File: src/rtl/serial_subtractor_pkg.sv
// +--------------------------------------------------------------------------+
// | sub_pkg : shared FSM state type and counter sizing for serial_subtractor |
// | Rev 1.0                                                                  |
// +--------------------------------------------------------------------------+
`default_nettype none

package sub_pkg;

  typedef enum logic [1:0] {
    IDLE = 2'd0,
    RUN  = 2'd1,
    DONE = 2'd2
  } sub_state_t;

  // Digit counter width: $clog2 of the digit count, never below one bit.
  function automatic int cnt_w(input int width, input int digit);
    int n;
    n = width / digit;
    return (n <= 2) ? 1 : $clog2(n);
  endfunction

endpackage

`default_nettype wire

File: src/rtl/serial_subtractor_digit.sv
// +--------------------------------------------------------------------------+
// | digit_subtractor : combinational DIGIT-bit subtract with borrow in/out   |
// | Rev 1.0                                                                  |
// +--------------------------------------------------------------------------+
`default_nettype none

module digit_subtractor #(
  parameter int DIGIT = 1
) (
  input  logic [DIGIT-1:0] a_d,
  input  logic [DIGIT-1:0] b_d,
  input  logic             bin,
  output logic [DIGIT-1:0] d,
  output logic             brw
);

  // One extra bit on top holds the borrow (it reads as the sign of the result).
  logic [DIGIT:0] full;

  assign full = {1'b0, a_d} - {1'b0, b_d} - {{DIGIT{1'b0}}, bin};
  assign d    = full[DIGIT-1:0];
  assign brw  = full[DIGIT];

endmodule

`default_nettype wire

File: src/rtl/serial_subtractor.sv
// +--------------------------------------------------------------------------+
// | serial_subtractor : diff = a - b - bin, DIGIT bits per clock, LSD first  |
// | Optional signed-overflow output enabled by defining SUB_OVF_EN.          |
// | Rev 1.0                                                                  |
// +--------------------------------------------------------------------------+
`default_nettype none

module serial_subtractor
  import sub_pkg::*;
#(
  parameter int WIDTH = 8,
  parameter int DIGIT = 1
) (
  input  logic             clk,
  input  logic             rst,
  input  logic             start,
  input  logic [WIDTH-1:0] a,
  input  logic [WIDTH-1:0] b,
  input  logic             bin,
  output logic             busy,
  output logic             done,
  output logic [WIDTH-1:0] diff,
  output logic             bout
`ifdef SUB_OVF_EN
  ,
  output logic             ovf
`endif
);

  localparam int NDIG = WIDTH / DIGIT;
  localparam int CW   = cnt_w(WIDTH, DIGIT);
  localparam logic [CW-1:0] LAST = CW'(NDIG - 1);

  if ((WIDTH % DIGIT) != 0 || WIDTH < 2) begin : g_bad_cfg
    $error("serial_subtractor: WIDTH must be a multiple of DIGIT and >= 2");
  end

  sub_state_t        state, state_nx;
  logic [WIDTH-1:0]  a_sr, b_sr;
  logic              brw_q;
  logic [CW-1:0]     cnt;
  logic              accept;
  logic              last;
  logic [DIGIT-1:0]  dig_d;
  logic              dig_brw;
  logic [WIDTH+DIGIT-1:0] diff_cat;
  logic [WIDTH-1:0]  diff_nx;

  digit_subtractor #(
    .DIGIT (DIGIT)
  ) u_digit (
    .a_d (a_sr[DIGIT-1:0]),
    .b_d (b_sr[DIGIT-1:0]),
    .bin (brw_q),
    .d   (dig_d),
    .brw (dig_brw)
  );

  assign accept   = (state == IDLE) && start;
  assign last     = (cnt == LAST);
  // New digit enters at the MSB end; works even when DIGIT == WIDTH.
  assign diff_cat = {dig_d, diff};
  assign diff_nx  = diff_cat[WIDTH+DIGIT-1:DIGIT];
  assign busy     = (state == RUN);
  assign done     = (state == DONE);

  always_comb begin
    state_nx = state;
    case (state)
      IDLE:    if (start) state_nx = RUN;
      RUN:     if (last)  state_nx = DONE;
      DONE:    state_nx = IDLE;
      default: state_nx = IDLE;
    endcase
  end

`ifdef SUB_OVF_EN
  logic a_msb, b_msb;
`endif

  always_ff @(posedge clk) begin
    if (rst) begin
      state <= IDLE;
      a_sr  <= '0;
      b_sr  <= '0;
      brw_q <= 1'b0;
      cnt   <= '0;
      diff  <= '0;
      bout  <= 1'b0;
`ifdef SUB_OVF_EN
      ovf   <= 1'b0;
      a_msb <= 1'b0;
      b_msb <= 1'b0;
`endif
    end else begin
      state <= state_nx;
      if (accept) begin
        a_sr  <= a;
        b_sr  <= b;
        brw_q <= bin;
        cnt   <= '0;
        diff  <= '0;
        bout  <= 1'b0;
`ifdef SUB_OVF_EN
        ovf   <= 1'b0;
        a_msb <= a[WIDTH-1];
        b_msb <= b[WIDTH-1];
`endif
      end else if (state == RUN) begin
        a_sr  <= a_sr >> DIGIT;
        b_sr  <= b_sr >> DIGIT;
        brw_q <= dig_brw;
        cnt   <= cnt + 1'b1;
        diff  <= diff_nx;
        if (last) begin
          bout <= dig_brw;
`ifdef SUB_OVF_EN
          ovf  <= (a_msb != b_msb) && (diff_nx[WIDTH-1] != a_msb);
`endif
        end
      end
    end
  end

endmodule

`default_nettype wire
File: config.mk
export PLATFORM = sky130hd
export DESIGN_NAME = serial_subtractor
export DESIGN_NICKNAME = d
export VERILOG_FILES = /design/src/rtl/serial_subtractor_pkg.sv /design/src/rtl/serial_subtractor_digit.sv /design/src/rtl/serial_subtractor.sv
export SDC_FILE = /design/constraint.sdc
export NUM_CORES = 1
export LEC_CHECK = 0
export CAP_MARGIN = 10
export CORE_ASPECT_RATIO = 0.6
export CORE_MARGIN = 4
export CORE_UTILIZATION = 44
export DETAILED_ROUTE_END_ITERATION = 6
export PLACE_DENSITY = 0.78
export SYNTH_ARGS = -nofsm -noshare
export SYNTH_HDL_FRONTEND = slang
export SYNTH_HIERARCHICAL = 1
export SYNTH_SLANG_ARGS = --single-unit
File: constraint.sdc
create_clock -name clk -period 1.3 [get_ports clk]
set_clock_uncertainty 0.1 [all_clocks]
set_input_delay 0.13 -clock clk [delete_from_list [all_inputs] [get_ports clk]]
set_output_delay 0.13 -clock clk [all_outputs]
set_load 0.005 [all_outputs]
==> results of run 1 <==
synth_stat cells:
cell and number:
nor2_2 1, nor3b_4 1, o21ba_2 1, or3b_1 1, a211oi_2 2, or3b_2 3
inv_2 1, mux2i_1 1, buf_6 3, dfxtp_1 31, nand3b_1 1, clkbuf_1 1
buf_2 3, o21a_1 1, nor2b_1 1, buf_1 1, a21oi_1 27, nand2_1 34
ha_1 2, inv_1 2, nor3_1 3, a211oi_1 10, nand2b_1 4, buf_8 1
fa_1 1, nand2b_2 1, buf_4 3, xnor2_1 1, nand3_1 2, nor2_1 18
timing repair:
action,CTS,global route
buffers inserted,0,3
pin swaps,1,11
cloned,0,1
endpoints found under the setup margin,40,24
resized for setup,38,20
per-layer routing:
metal	up-vias	global-route usage [%]
met1	606	23.16
met3	9	5.106
met4	0	9.270
met2	35	32.55
li1	631	-
met5	-	0
cell usage in the layout (no fill, tap or decap), drive strengths merged:
cell,netlist,layout
nor2b,1,1
o21ba,1,1
buf,11,20
dfxtp,31,31
nand3,2,2
nand3b,1,1
nor3b,1,1
clkdlybuf4s50,0,18
nor3,3,3
nand2,34,34
xnor2,1,1
nand2b,5,5
a21oi,27,27
fa,1,1
ha,2,2
dlymetal6s2s,0,1
or3b,4,4
mux2i,1,1
inv,3,3
dlygate4sd2,0,9
a211oi,12,12
clkinv,0,1
nor2,19,19
clkbuf,1,8
o21a,1,1
layout make-up:
class	count	area, um2
Sequential cell	31	630.6
Timing Repair Buffer	49	462.9
Inverter	3	11.26
Fill cell	238	948.4
Clock inverter	1	5.005
Multi-Input combinational cell	116	740.7
Clock buffer	7	76.32
Tap cell	42	52.55
metrics by stage:
| step | instance area (um2) | setup TNS, ns |
|---|---|---|
| 6_report | 1979 | -0.5058 |
| 5_1_grt | 1979 | -1.207 |
| 4_1_cts | 1897 | -0.2434 |
| 3_5_place_dp | 1758 | -9.005 |
| 3_3_place_gp | 1758 | -8.282 |
| 2_1_floorplan | 1380 | -0.1591 |
kinds of logic (layout without fill, tap and decap cells):
kind of cell,Yosys count,count (layout),synth area share [%]
muxes,1,1,0.7306
and+or+nand+nor,70,70,23.93
DFF,31,31,45.30
AOI/OAI and AO/OA,41,41,18.45
buffers and inverters,15,60,7.670
xor gates and xnor gates,1,1,0.6394
adders and majority gates,3,3,3.287
state kept, by name, indices dropped and copies added (netlist names):
register and flops:
b_sr 8, diff 8, a_sr 8, brw_q 1
bout 1, state 2, cnt 3
critical path: stages, from the launching register on:
cell      delay, ns
dfxtp_4        0.36
or3b_4         0.44
buf_4          0.18
nor2_2         0.10
a211oi_2       0.06
worst min-delay path by stage:
stage,endpoint,from,slack (ns)
2_1_floorplan,a_sr[7],a[7],0.17
3_3_place_gp,b_sr[3],b_sr[4],0.34
3_5_place_dp,b_sr[2],b_sr[3],0.35
4_1_cts,a_sr[7],a[7],0.30
5_1_grt,a_sr[7],a[7],0.33
6_report,a_sr[7],a[7],0.29
report_power, final:
group	internal [mW]	switching [mW]
clock network	0.375	0.358
registers	1.01	0.0325
logic	0.224	0.213
==> impl_metrics.prom, run 1 <==
# TYPE chip_impl_metric gauge
chip_impl_metric{name="crit_path_max_fanout",unit=""} 6
chip_impl_info{name="largest_area_contributor_in_the_synthesized_netlist",value="dfxtp_1"} 1
chip_impl_metric{name="die_width",unit="um"} 80.04
chip_impl_metric{name="final.setup.worst_slack",unit="ns"} -0.06361
chip_impl_metric{name="cts_max_path_buffers",unit=""} 2
chip_impl_metric{name="wl_per_instance",unit="um"} 14.89
chip_impl_metric{name="drt_first_pass_iters",unit=""} 4
chip_impl_info{name="violations",value="negative setup slack"} 1
chip_impl_info{name="leading_post_synthesis_cells_by_cell_area",value="dfxtp_1 45%, a21oi_1 9.9%, nand2_1 9.3%"} 1
chip_impl_metric{name="fin_util",unit="%"} 67.61
chip_impl_info{name="status",value="finished with violations"} 1
chip_impl_metric{name="fp.coreArea",unit="um2"} 2928
chip_impl_info{name="route.top_layer_used",value="met4"} 1
chip_impl_metric{name="met2_wirelength",unit="mm"} 1.808
chip_impl_metric{name="hold_path_depth",unit=""} 3
chip_impl_metric{name="tritoncts_buffers",unit=""} 5
chip_impl_metric{name="worstSkewPairLatency",unit="ns"} 0.29
chip_impl_metric{name="m1WireLength",unit="mm"} 1.645
chip_impl_metric{name="antenna_found_initial",unit=""} 0
chip_impl_info{name="worst_setup_path_startpoint",value="state[1]"} 1
chip_impl_metric{name="synth_top_area_share",unit="%"} 45.30
chip_impl_metric{name="synth_sequential_area_ratio",unit="%"} 45.30
chip_impl_metric{name="placement.io_buffers",unit=""} 30
chip_impl_metric{name="final_cells",unit=""} 249
chip_impl_metric{name="reg2regPathDepth",unit=""} 4
chip_impl_metric{name="diodes",unit=""} 0
chip_impl_metric{name="yosysWarningCount",unit=""} 6
chip_impl_metric{name="clock_sinks",unit=""} 31
chip_impl_info{name="reg2reg_from",value="state[1]"} 1
chip_impl_metric{name="dp.final_hpwl",unit="mm"} 2.408
chip_impl_metric{name="grt_pass1_vias",unit=""} 1302
chip_impl_metric{name="ys_seq_elements",unit=""} 31
chip_impl_metric{name="antenna_violating_nets_left",unit=""} 0
chip_impl_metric{name="violation_count_after_the_first_detailed_routing_iteration",unit=""} 68
chip_impl_metric{name="worst_pin_slew",unit="ns"} 0.2011
chip_impl_metric{name="slew_violations",unit=""} 0
chip_impl_metric{name="yosysUniqueCellTypes",unit=""} 30
chip_impl_metric{name="final_routed_wirelength",unit="mm"} 3.707
chip_impl_metric{name="gp_congestion",unit=""} 0.7214
chip_impl_info{name="rsz_0062_raised_after_global_routing",value="yes"} 1
chip_impl_info{name="cp-endpoint",value="b_sr[5]"} 1
chip_impl_metric{name="final_min_period_over_clock_period",unit="%"} 104.9
chip_impl_metric{name="std_cell_rows",unit=""} 15
chip_impl_metric{name="grt_first_pass_wirelength",unit="mm"} 6.030
chip_impl_metric{name="grt_start_max_net_pins",unit=""} 26
chip_impl_metric{name="floorplan.io_pins",unit=""} 31
chip_impl_metric{name="design.final.nets",unit=""} 229
chip_impl_info{name="critPathKind",value="flop to flop"} 1
chip_impl_metric{name="post_synth.cell_area_avg",unit="um2"} 8.457
chip_impl_info{name="timing.hold.worst.class",value="input port to flop"} 1
chip_impl_metric{name="floorplan.initialDensity",unit="%"} 46.79
chip_impl_metric{name="timing.critical_path.required",unit="ns"} 1.38
chip_impl_info{name="endpoint_kind",value="flop"} 1
chip_impl_metric{name="timing_hold_violations_final",unit=""} 0
chip_impl_metric{name="dp_slack",unit="ns"} -0.3580
chip_impl_metric{name="worst_ir_drop_on_vdd",unit="uV"} 622.3
chip_impl_metric{name="worst_slew_margin_rel",unit="%"} 86.59
chip_impl_metric{name="netlist_area",unit="um2"} 1370
chip_impl_metric{name="cellPowerDensity",unit="nW/um2"} 1115
chip_impl_metric{name="min_period",unit="ns"} 1.364
chip_impl_metric{name="power.total",unit="mW"} 2.207
chip_impl_metric{name="post-route-drc-count",unit=""} 0
chip_impl_metric{name="overflow",unit=""} 0
chip_impl_metric{name="maxCapViolations",unit=""} 0
chip_impl_metric{name="clock.fmax",unit="MHz"} 733.3
chip_impl_info{name="cts_tree",value="built"} 1
chip_impl_info{name="clock_tree.root_cell",value="clkbuf_8"} 1
chip_impl_metric{name="final_setup_violation_count",unit=""} 14
chip_impl_metric{name="die_h",unit="um"} 51.23
chip_impl_metric{name="final_layout_size_suffix_gt1_share",unit="%"} 31.88
chip_impl_metric{name="number_of_cells_after_detailed_placement",unit=""} 237
chip_impl_metric{name="routed-via-count",unit=""} 1281
chip_impl_metric{name="timing.hold.ws",unit="ns"} 0.2949
chip_impl_metric{name="cp_data_arrival_time",unit="ns"} 1.44
chip_impl_metric{name="static-leakage-power",unit="nW"} 0.7884
chip_impl_metric{name="clkSlewWorstSetupHoldPaths",unit="ns"} 0.07
chip_impl_metric{name="number_of_buffers_inserted_for_hold_repair_after_clock_tree_synthesis",unit=""} 0
chip_impl_metric{name="avgViaCountPerCell",unit=""} 5.145
chip_impl_metric{name="global_route_total_usage_across_every_layer",unit="%"} 19.39
chip_impl_metric{name="die_area",unit="um2"} 4100
chip_impl_info{name="crit-reg2reg-capture",value="b_sr[5]"} 1
chip_impl_metric{name="r2r_setup_slack",unit="ns"} -0.06
chip_impl_metric{name="cts.htree.levels",unit=""} 2
chip_impl_metric{name="met3RoutedLength",unit="um"} 172
chip_impl_metric{name="layout-area-overhead-vs-synth",unit="%"} 44.48
chip_impl_metric{name="postSynthCellCount",unit=""} 162
chip_impl_info{name="cp-start-kind",value="flop"} 1
chip_impl_metric{name="postSynthNetCount",unit=""} 185
No activity file was read; power rests on OpenSTA's default activity.
==> inputs of run 2 (changes only) <==
- CORE_MARGIN: 4 -> 2
==> impl_metrics.prom, run 2 (synthesis gave the netlist of run 1 again) <==
# TYPE chip_impl_metric gauge
chip_impl_metric{name="placed_area",unit="um2"} 1758
chip_impl_metric{name="antenna_violating_nets_left",unit=""} 0
chip_impl_metric{name="placement.io_buffers",unit=""} 30
chip_impl_metric{name="setup_tns",unit="ns"} -0.2357
chip_impl_metric{name="global_route_total_usage_across_every_layer",unit="%"} 18.72
chip_impl_metric{name="final_min_period_over_clock_period",unit="%"} 104.7
chip_impl_info{name="violations",value="negative setup slack"} 1
chip_impl_metric{name="dp_slack",unit="ns"} -0.3611
chip_impl_metric{name="cts_max_path_buffers",unit=""} 2
chip_impl_metric{name="final_setup_violation_count",unit=""} 13
chip_impl_metric{name="tritoncts_buffers",unit=""} 5
chip_impl_metric{name="final_cells",unit=""} 248
chip_impl_metric{name="design.final.nets",unit=""} 228
chip_impl_metric{name="static-leakage-power",unit="nW"} 0.7929
chip_impl_metric{name="worst_ir_drop_on_vdd",unit="uV"} 749.4
chip_impl_info{name="status",value="finished with violations"} 1
chip_impl_metric{name="timing_hold_violations_final",unit=""} 0
chip_impl_metric{name="dp.final_hpwl",unit="mm"} 2.273
chip_impl_metric{name="floorplan.initialDensity",unit="%"} 47.10
chip_impl_metric{name="critical-path-max-stage-delay",unit="ns"} 0.42
chip_impl_metric{name="sw_frac_of_total",unit="%"} 24.77
chip_impl_metric{name="comb_power_share",unit="%"} 16.8
chip_impl_metric{name="grt_first_pass_wirelength",unit="mm"} 5.085
chip_impl_metric{name="drt_first_pass_iters",unit=""} 4
chip_impl_info{name="clock_tree.root_cell",value="clkbuf_8"} 1
chip_impl_info{name="timing.critical_path.slowest_stage_cell",value="or3b_4"} 1
chip_impl_metric{name="power.total",unit="mW"} 2.443
chip_impl_metric{name="timing.critical_path.required",unit="ns"} 1.37
chip_impl_metric{name="cp_data_arrival_time",unit="ns"} 1.43
chip_impl_metric{name="clock.fmax",unit="MHz"} 735.0
chip_impl_metric{name="gp_congestion",unit=""} 0.7389
chip_impl_info{name="cts_tree",value="built"} 1
chip_impl_metric{name="seq_power_share",unit="%"} 42.6
chip_impl_metric{name="post-route-drc-count",unit=""} 0
chip_impl_metric{name="layout-area-overhead-vs-synth",unit="%"} 46.03
chip_impl_metric{name="worst_slew_margin_rel",unit="%"} 86.91
chip_impl_metric{name="diodes",unit=""} 0
chip_impl_metric{name="p_int",unit="mW"} 1.838
chip_impl_metric{name="layout.cell_area.non_filler",unit="um2"} 2001
chip_impl_metric{name="final_routed_wirelength",unit="mm"} 3.560
chip_impl_info{name="rsz_0062_raised_after_global_routing",value="yes"} 1
chip_impl_metric{name="violation_count_after_the_first_detailed_routing_iteration",unit=""} 78
chip_impl_info{name="reg_top3",value="a_sr (8), b_sr (8), diff (8)"} 1
chip_impl_metric{name="clock_sinks",unit=""} 31
chip_impl_metric{name="worstSkewPairLatency",unit="ns"} 0.29
chip_impl_metric{name="number_of_buffers_inserted_for_hold_repair_after_clock_tree_synthesis",unit=""} 0
chip_impl_metric{name="maxCapViolations",unit=""} 0
chip_impl_metric{name="die_width",unit="um"} 76.04
chip_impl_metric{name="timing.hold.ws",unit="ns"} 0.2887
chip_impl_metric{name="grt_start_max_net_pins",unit=""} 26
chip_impl_metric{name="crit_path_max_fanout",unit=""} 8
chip_impl_info{name="timing.hold.worst.class",value="input port to flop"} 1
chip_impl_metric{name="avgViaCountPerCell",unit=""} 5.234
chip_impl_metric{name="clkPwrFrac",unit="%"} 40.6
chip_impl_info{name="crit_path_cell_trace",value="or3b_4 > buf_6 > nor2_1 > a211oi_1"} 1
chip_impl_metric{name="fin_util",unit="%"} 68.77
chip_impl_metric{name="slew_violations",unit=""} 0
chip_impl_metric{name="overflow",unit=""} 0
chip_impl_metric{name="std_cell_rows",unit=""} 15
chip_impl_metric{name="die_area",unit="um2"} 3591
chip_impl_metric{name="floorplan.io_pins",unit=""} 31
chip_impl_metric{name="die_h",unit="um"} 47.23
chip_impl_metric{name="final.setup.worst_slack",unit="ns"} -0.06056
chip_impl_info{name="cp-start-kind",value="flop"} 1
chip_impl_metric{name="number_of_cells_after_detailed_placement",unit=""} 237
chip_impl_metric{name="fp.coreArea",unit="um2"} 2909
chip_impl_metric{name="worst_pin_slew",unit="ns"} 0.1951
chip_impl_metric{name="filler_cell_count",unit=""} 218
chip_impl_metric{name="antenna_found_initial",unit=""} 0
chip_impl_metric{name="switchingPower",unit="mW"} 0.6051
chip_impl_info{name="critPathKind",value="flop to flop"} 1
chip_impl_metric{name="cellPowerDensity",unit="nW/um2"} 1221
chip_impl_metric{name="wl_per_instance",unit="um"} 14.35
chip_impl_metric{name="cts.htree.levels",unit=""} 2
chip_impl_metric{name="clkSlewWorstSetupHoldPaths",unit="ns"} 0.06
chip_impl_metric{name="routed-via-count",unit=""} 1298
chip_impl_metric{name="min_period",unit="ns"} 1.361
chip_impl_info{name="mostFrequentLayoutCells",value="34 x nand2_1, 23 x a21oi_1, 22 x dfxtp_1"} 1
chip_impl_info{name="mostFrequentLayoutCell",value="nand2_1"} 1
chip_impl_metric{name="final_layout_size_suffix_gt1_share",unit="%"} 30.58
chip_impl_info{name="endpoint_kind",value="flop"} 1
chip_impl_metric{name="grt_pass1_vias",unit=""} 1122
## run 2: changes by cell type in the layout (fill, tap and decap cells not counted), moves of 2 or more
cell      before  now
dfxtp_1       25   22
nor2_1        12   15
nor2_2         7    4
clkbuf_1       2    0
dfxtp_2        5    7
ha_2           2    0
ha_4           0    2
## run 2: routing by layer
metal,up-vias,track usage (%),wire (um)
li1,631,-,-
met1,623,22.52,1549
met2,39,31.96,1765
met3,5,7.115,197
met4,0,7.273,47
met5,-,0,0
## run 2: final timing paths
| check | to | slack, ns | start | depth (start not counted) |
|---|---|---|---|---|
| min | a_sr[7] | 0.29 | a[7] | 3 |
| max | a_sr[1] | -0.06 | state[1] | 4 |
| max reg2reg | a_sr[1] | -0.06 | state[1] | 4 |
| min reg2reg | a_sr[3] | 0.36 | a_sr[4] | 2 |
## run 2: cell type report
class / instances / area [um2] / share of cell area, %
Multi-Input combinational cell: 116 / 742.0 / 37.09
Sequential cell: 31 / 636.9 / 31.83
Timing Repair Buffer: 48 / 440.4 / 22.01
Clock buffer: 6 / 82.58 / 4.128
Tap cell: 42 / 52.55 / 2.627
Clock inverter: 2 / 35.03 / 1.751
Inverter: 3 / 11.26 / 0.5629
## run 2: power by group through the flow
stage                     Combinational [mW]  Clock [mW]  Sequential, mW
after global placement                 0.337           0            1.05
after floorplan                        0.229           0            1.05
after CTS                              0.372       0.996            1.04
after global routing                   0.442        1.04            1.05
after detailed placement               0.349           0            1.06
final                                  0.410       0.993            1.04
## run 2: repair_timing
| action | 4_1_cts | 5_1_grt |
|---|---|---|
| endpoints found under the setup margin | 41 | 33 |
| setup buffers | 2 | 1 |
| resized for setup | 33 | 19 |
| pin swaps | 2 | 11 |
## run 2: critical path, delay by kind of cell (launching register included)
family,cells,cell delay [ns]
AND/OR/NAND/NOR,2,0.55
flip-flops,1,0.38
buffers and inverters,1,0.16
AO/OA/AOI/OAI,1,0.07
==> inputs of run 3 (changes only) <==
- CORE_MARGIN: 2 -> not set
==> impl_metrics.prom, run 3 (synthesis gave the netlist of run 1 again) <==
# TYPE chip_impl_metric gauge
chip_impl_metric{name="std_cell_rows",unit=""} 15
chip_impl_metric{name="antenna_found_initial",unit=""} 0
chip_impl_metric{name="routed-via-count",unit=""} 1313
chip_impl_info{name="violations",value="negative setup slack"} 1
chip_impl_info{name="critPathKind",value="flop to flop"} 1
chip_impl_metric{name="worst_pin_slew",unit="ns"} 0.2531
chip_impl_info{name="worst_setup_path_startpoint",value="state[1]"} 1
chip_impl_metric{name="dp.final_hpwl",unit="mm"} 2.329
chip_impl_metric{name="wl_per_instance",unit="um"} 16.27
chip_impl_metric{name="fp.coreArea",unit="um2"} 2909
chip_impl_info{name="cp-start-kind",value="flop"} 1
chip_impl_metric{name="cts.htree.levels",unit=""} 2
chip_impl_metric{name="cp_data_arrival_time",unit="ns"} 1.49
chip_impl_metric{name="final_routed_wirelength",unit="mm"} 4.084
chip_impl_info{name="mostFrequentLayoutCells",value="32 x nand2_1, 18 x clkdlybuf4s50_1, 16 x dfxtp_1"} 1
chip_impl_metric{name="diodes",unit=""} 0
chip_impl_metric{name="static-leakage-power",unit="nW"} 0.8326
chip_impl_metric{name="worstSkewPairLatency",unit="ns"} 0.29
chip_impl_info{name="rsz_0062_raised_after_global_routing",value="yes"} 1
chip_impl_metric{name="grt_start_max_net_pins",unit=""} 26
chip_impl_metric{name="clkSlewWorstSetupHoldPaths",unit="ns"} 0.07
chip_impl_info{name="hold_start",value="b[7]"} 1
chip_impl_metric{name="multi_input_comb_area",unit="um2"} 854.6
chip_impl_metric{name="die_area",unit="um2"} 3348
chip_impl_info{name="reg_top3",value="a_sr (8), b_sr (8), diff (8)"} 1
chip_impl_metric{name="post-route-drc-count",unit=""} 0
chip_impl_metric{name="grt_first_pass_wirelength",unit="mm"} 6.072
chip_impl_metric{name="clock.fmax",unit="MHz"} 732.6
chip_impl_metric{name="grt_pass1_vias",unit=""} 1297
chip_impl_metric{name="filler_cell_count",unit=""} 181
chip_impl_metric{name="worst_ir_drop_on_vdd",unit="uV"} 624.3
chip_impl_metric{name="drt_first_pass_iters",unit=""} 4
chip_impl_metric{name="timing_hold_violations_final",unit=""} 0
chip_impl_metric{name="avgViaCountPerCell",unit=""} 5.231
chip_impl_metric{name="floorplan.io_pins",unit=""} 31
chip_impl_metric{name="floorplan.initialDensity",unit="%"} 47.10
chip_impl_info{name="mostFrequentLayoutCell",value="nand2_1"} 1
chip_impl_metric{name="timing.hold.ws",unit="ns"} 0.3209
chip_impl_info{name="cts_tree",value="built"} 1
chip_impl_info{name="status",value="finished with violations"} 1
chip_impl_info{name="timing.hold.worst.class",value="input port to flop"} 1
chip_impl_metric{name="crit_path_max_fanout",unit=""} 7
chip_impl_metric{name="cellPowerDensity",unit="nW/um2"} 1172
chip_impl_metric{name="final.setup.worst_slack",unit="ns"} -0.06499
chip_impl_metric{name="gp_congestion",unit=""} 0.7486
chip_impl_metric{name="dp_slack",unit="ns"} -0.4070
chip_impl_metric{name="final_setup_violation_count",unit=""} 16
chip_impl_metric{name="timing.critical_path.required",unit="ns"} 1.42
chip_impl_metric{name="violation_count_after_the_first_detailed_routing_iteration",unit=""} 79
chip_impl_metric{name="placement.io_buffers",unit=""} 30
chip_impl_info{name="endpoint_kind",value="flop"} 1
chip_impl_metric{name="antenna_violating_nets_left",unit=""} 0
chip_impl_metric{name="setup_tns",unit="ns"} -0.6310
chip_impl_info{name="reg2reg_from",value="state[1]"} 1
chip_impl_metric{name="final_layout_size_suffix_gt1_share",unit="%"} 47.85
chip_impl_metric{name="final_min_period_over_clock_period",unit="%"} 105.0
chip_impl_metric{name="sequential_cell_area",unit="um2"} 644.4
chip_impl_metric{name="design.final.nets",unit=""} 231
chip_impl_metric{name="die_h",unit="um"} 45.23
chip_impl_metric{name="tritoncts_buffers",unit=""} 5
chip_impl_metric{name="die_width",unit="um"} 74.04
chip_impl_metric{name="slew_violations",unit=""} 0
chip_impl_metric{name="cts_max_path_buffers",unit=""} 2
chip_impl_metric{name="layout-area-overhead-vs-synth",unit="%"} 57.99
chip_impl_metric{name="overflow",unit=""} 0
chip_impl_metric{name="maxCapViolations",unit=""} 0
chip_impl_metric{name="min_period",unit="ns"} 1.365
chip_impl_metric{name="worst_slew_margin_rel",unit="%"} 83.13
chip_impl_metric{name="global_route_total_usage_across_every_layer",unit="%"} 25.43
chip_impl_info{name="clock_tree.root_cell",value="clkbuf_8"} 1
chip_impl_metric{name="clock_sinks",unit=""} 31
## run 3: power breakdown
part / leakage [nW] / internal, mW / switching (mW)
clock: 0.0612 / 0.620 / 0.370
sequential: 0.262 / 1.01 / 0.0430
combinational: 0.510 / 0.251 / 0.248
total: 0.833 / 1.88 / 0.660
## run 3: layout make-up
cell class	instances	share of cell area (%)
timing repair buffer	51	22.37
tap	42	2.428
sequential	31	29.77
clock inverter	2	1.618
inverter	3	0.5202
multi-input combinational	116	39.48
clock buffer	6	3.815
## run 3: routing by layer
metal  share of wire [%]  wire, um  track usage (%)  up-vias
met5                   0         0                0        -
met4                 2.3        94            11.15        0
met3                 5.0       203            7.813        9
met2                  50      2041            42.55       42
met1                  43      1743            30.63      631
li1                    -         -                -      631
## run 3: timing repair
item / CTS / global route
hold buffers: 0 / 0
resized for setup: 72 / 24
pin swaps: 18 / 17
buffers inserted: 2 / 3
setup endpoints to repair: 41 / 23
## run 3: worst max-delay path, cell delays in order (launching register included)
cell and delay (ns):
dfxtp_4 0.37, buf_6 0.13, nor3b_4 0.25, buf_6 0.19, buf_6 0.11, nand2_2 0.05
a21oi_2 0.11
## run 3: metrics by stage
stage	instance area, um2	std cells	power (mW)	utilization [%]
global route	2165	251	2.639	74.41
CTS	2051	248	2.471	70.49
detailed placement	1753	238	1.413	60.26
global placement	1753	238	1.393	60.26
floorplan	1380	162	1.278	-
finish	2165	251	2.537	74.41
## run 3: worst paths after layout
kind,endpoint,cells after the start,slack [ns]
max,a_sr[7],6,-0.06
max reg2reg,a_sr[7],6,-0.06
min reg2reg,diff[2],2,0.36
min,b_sr[7],3,0.32
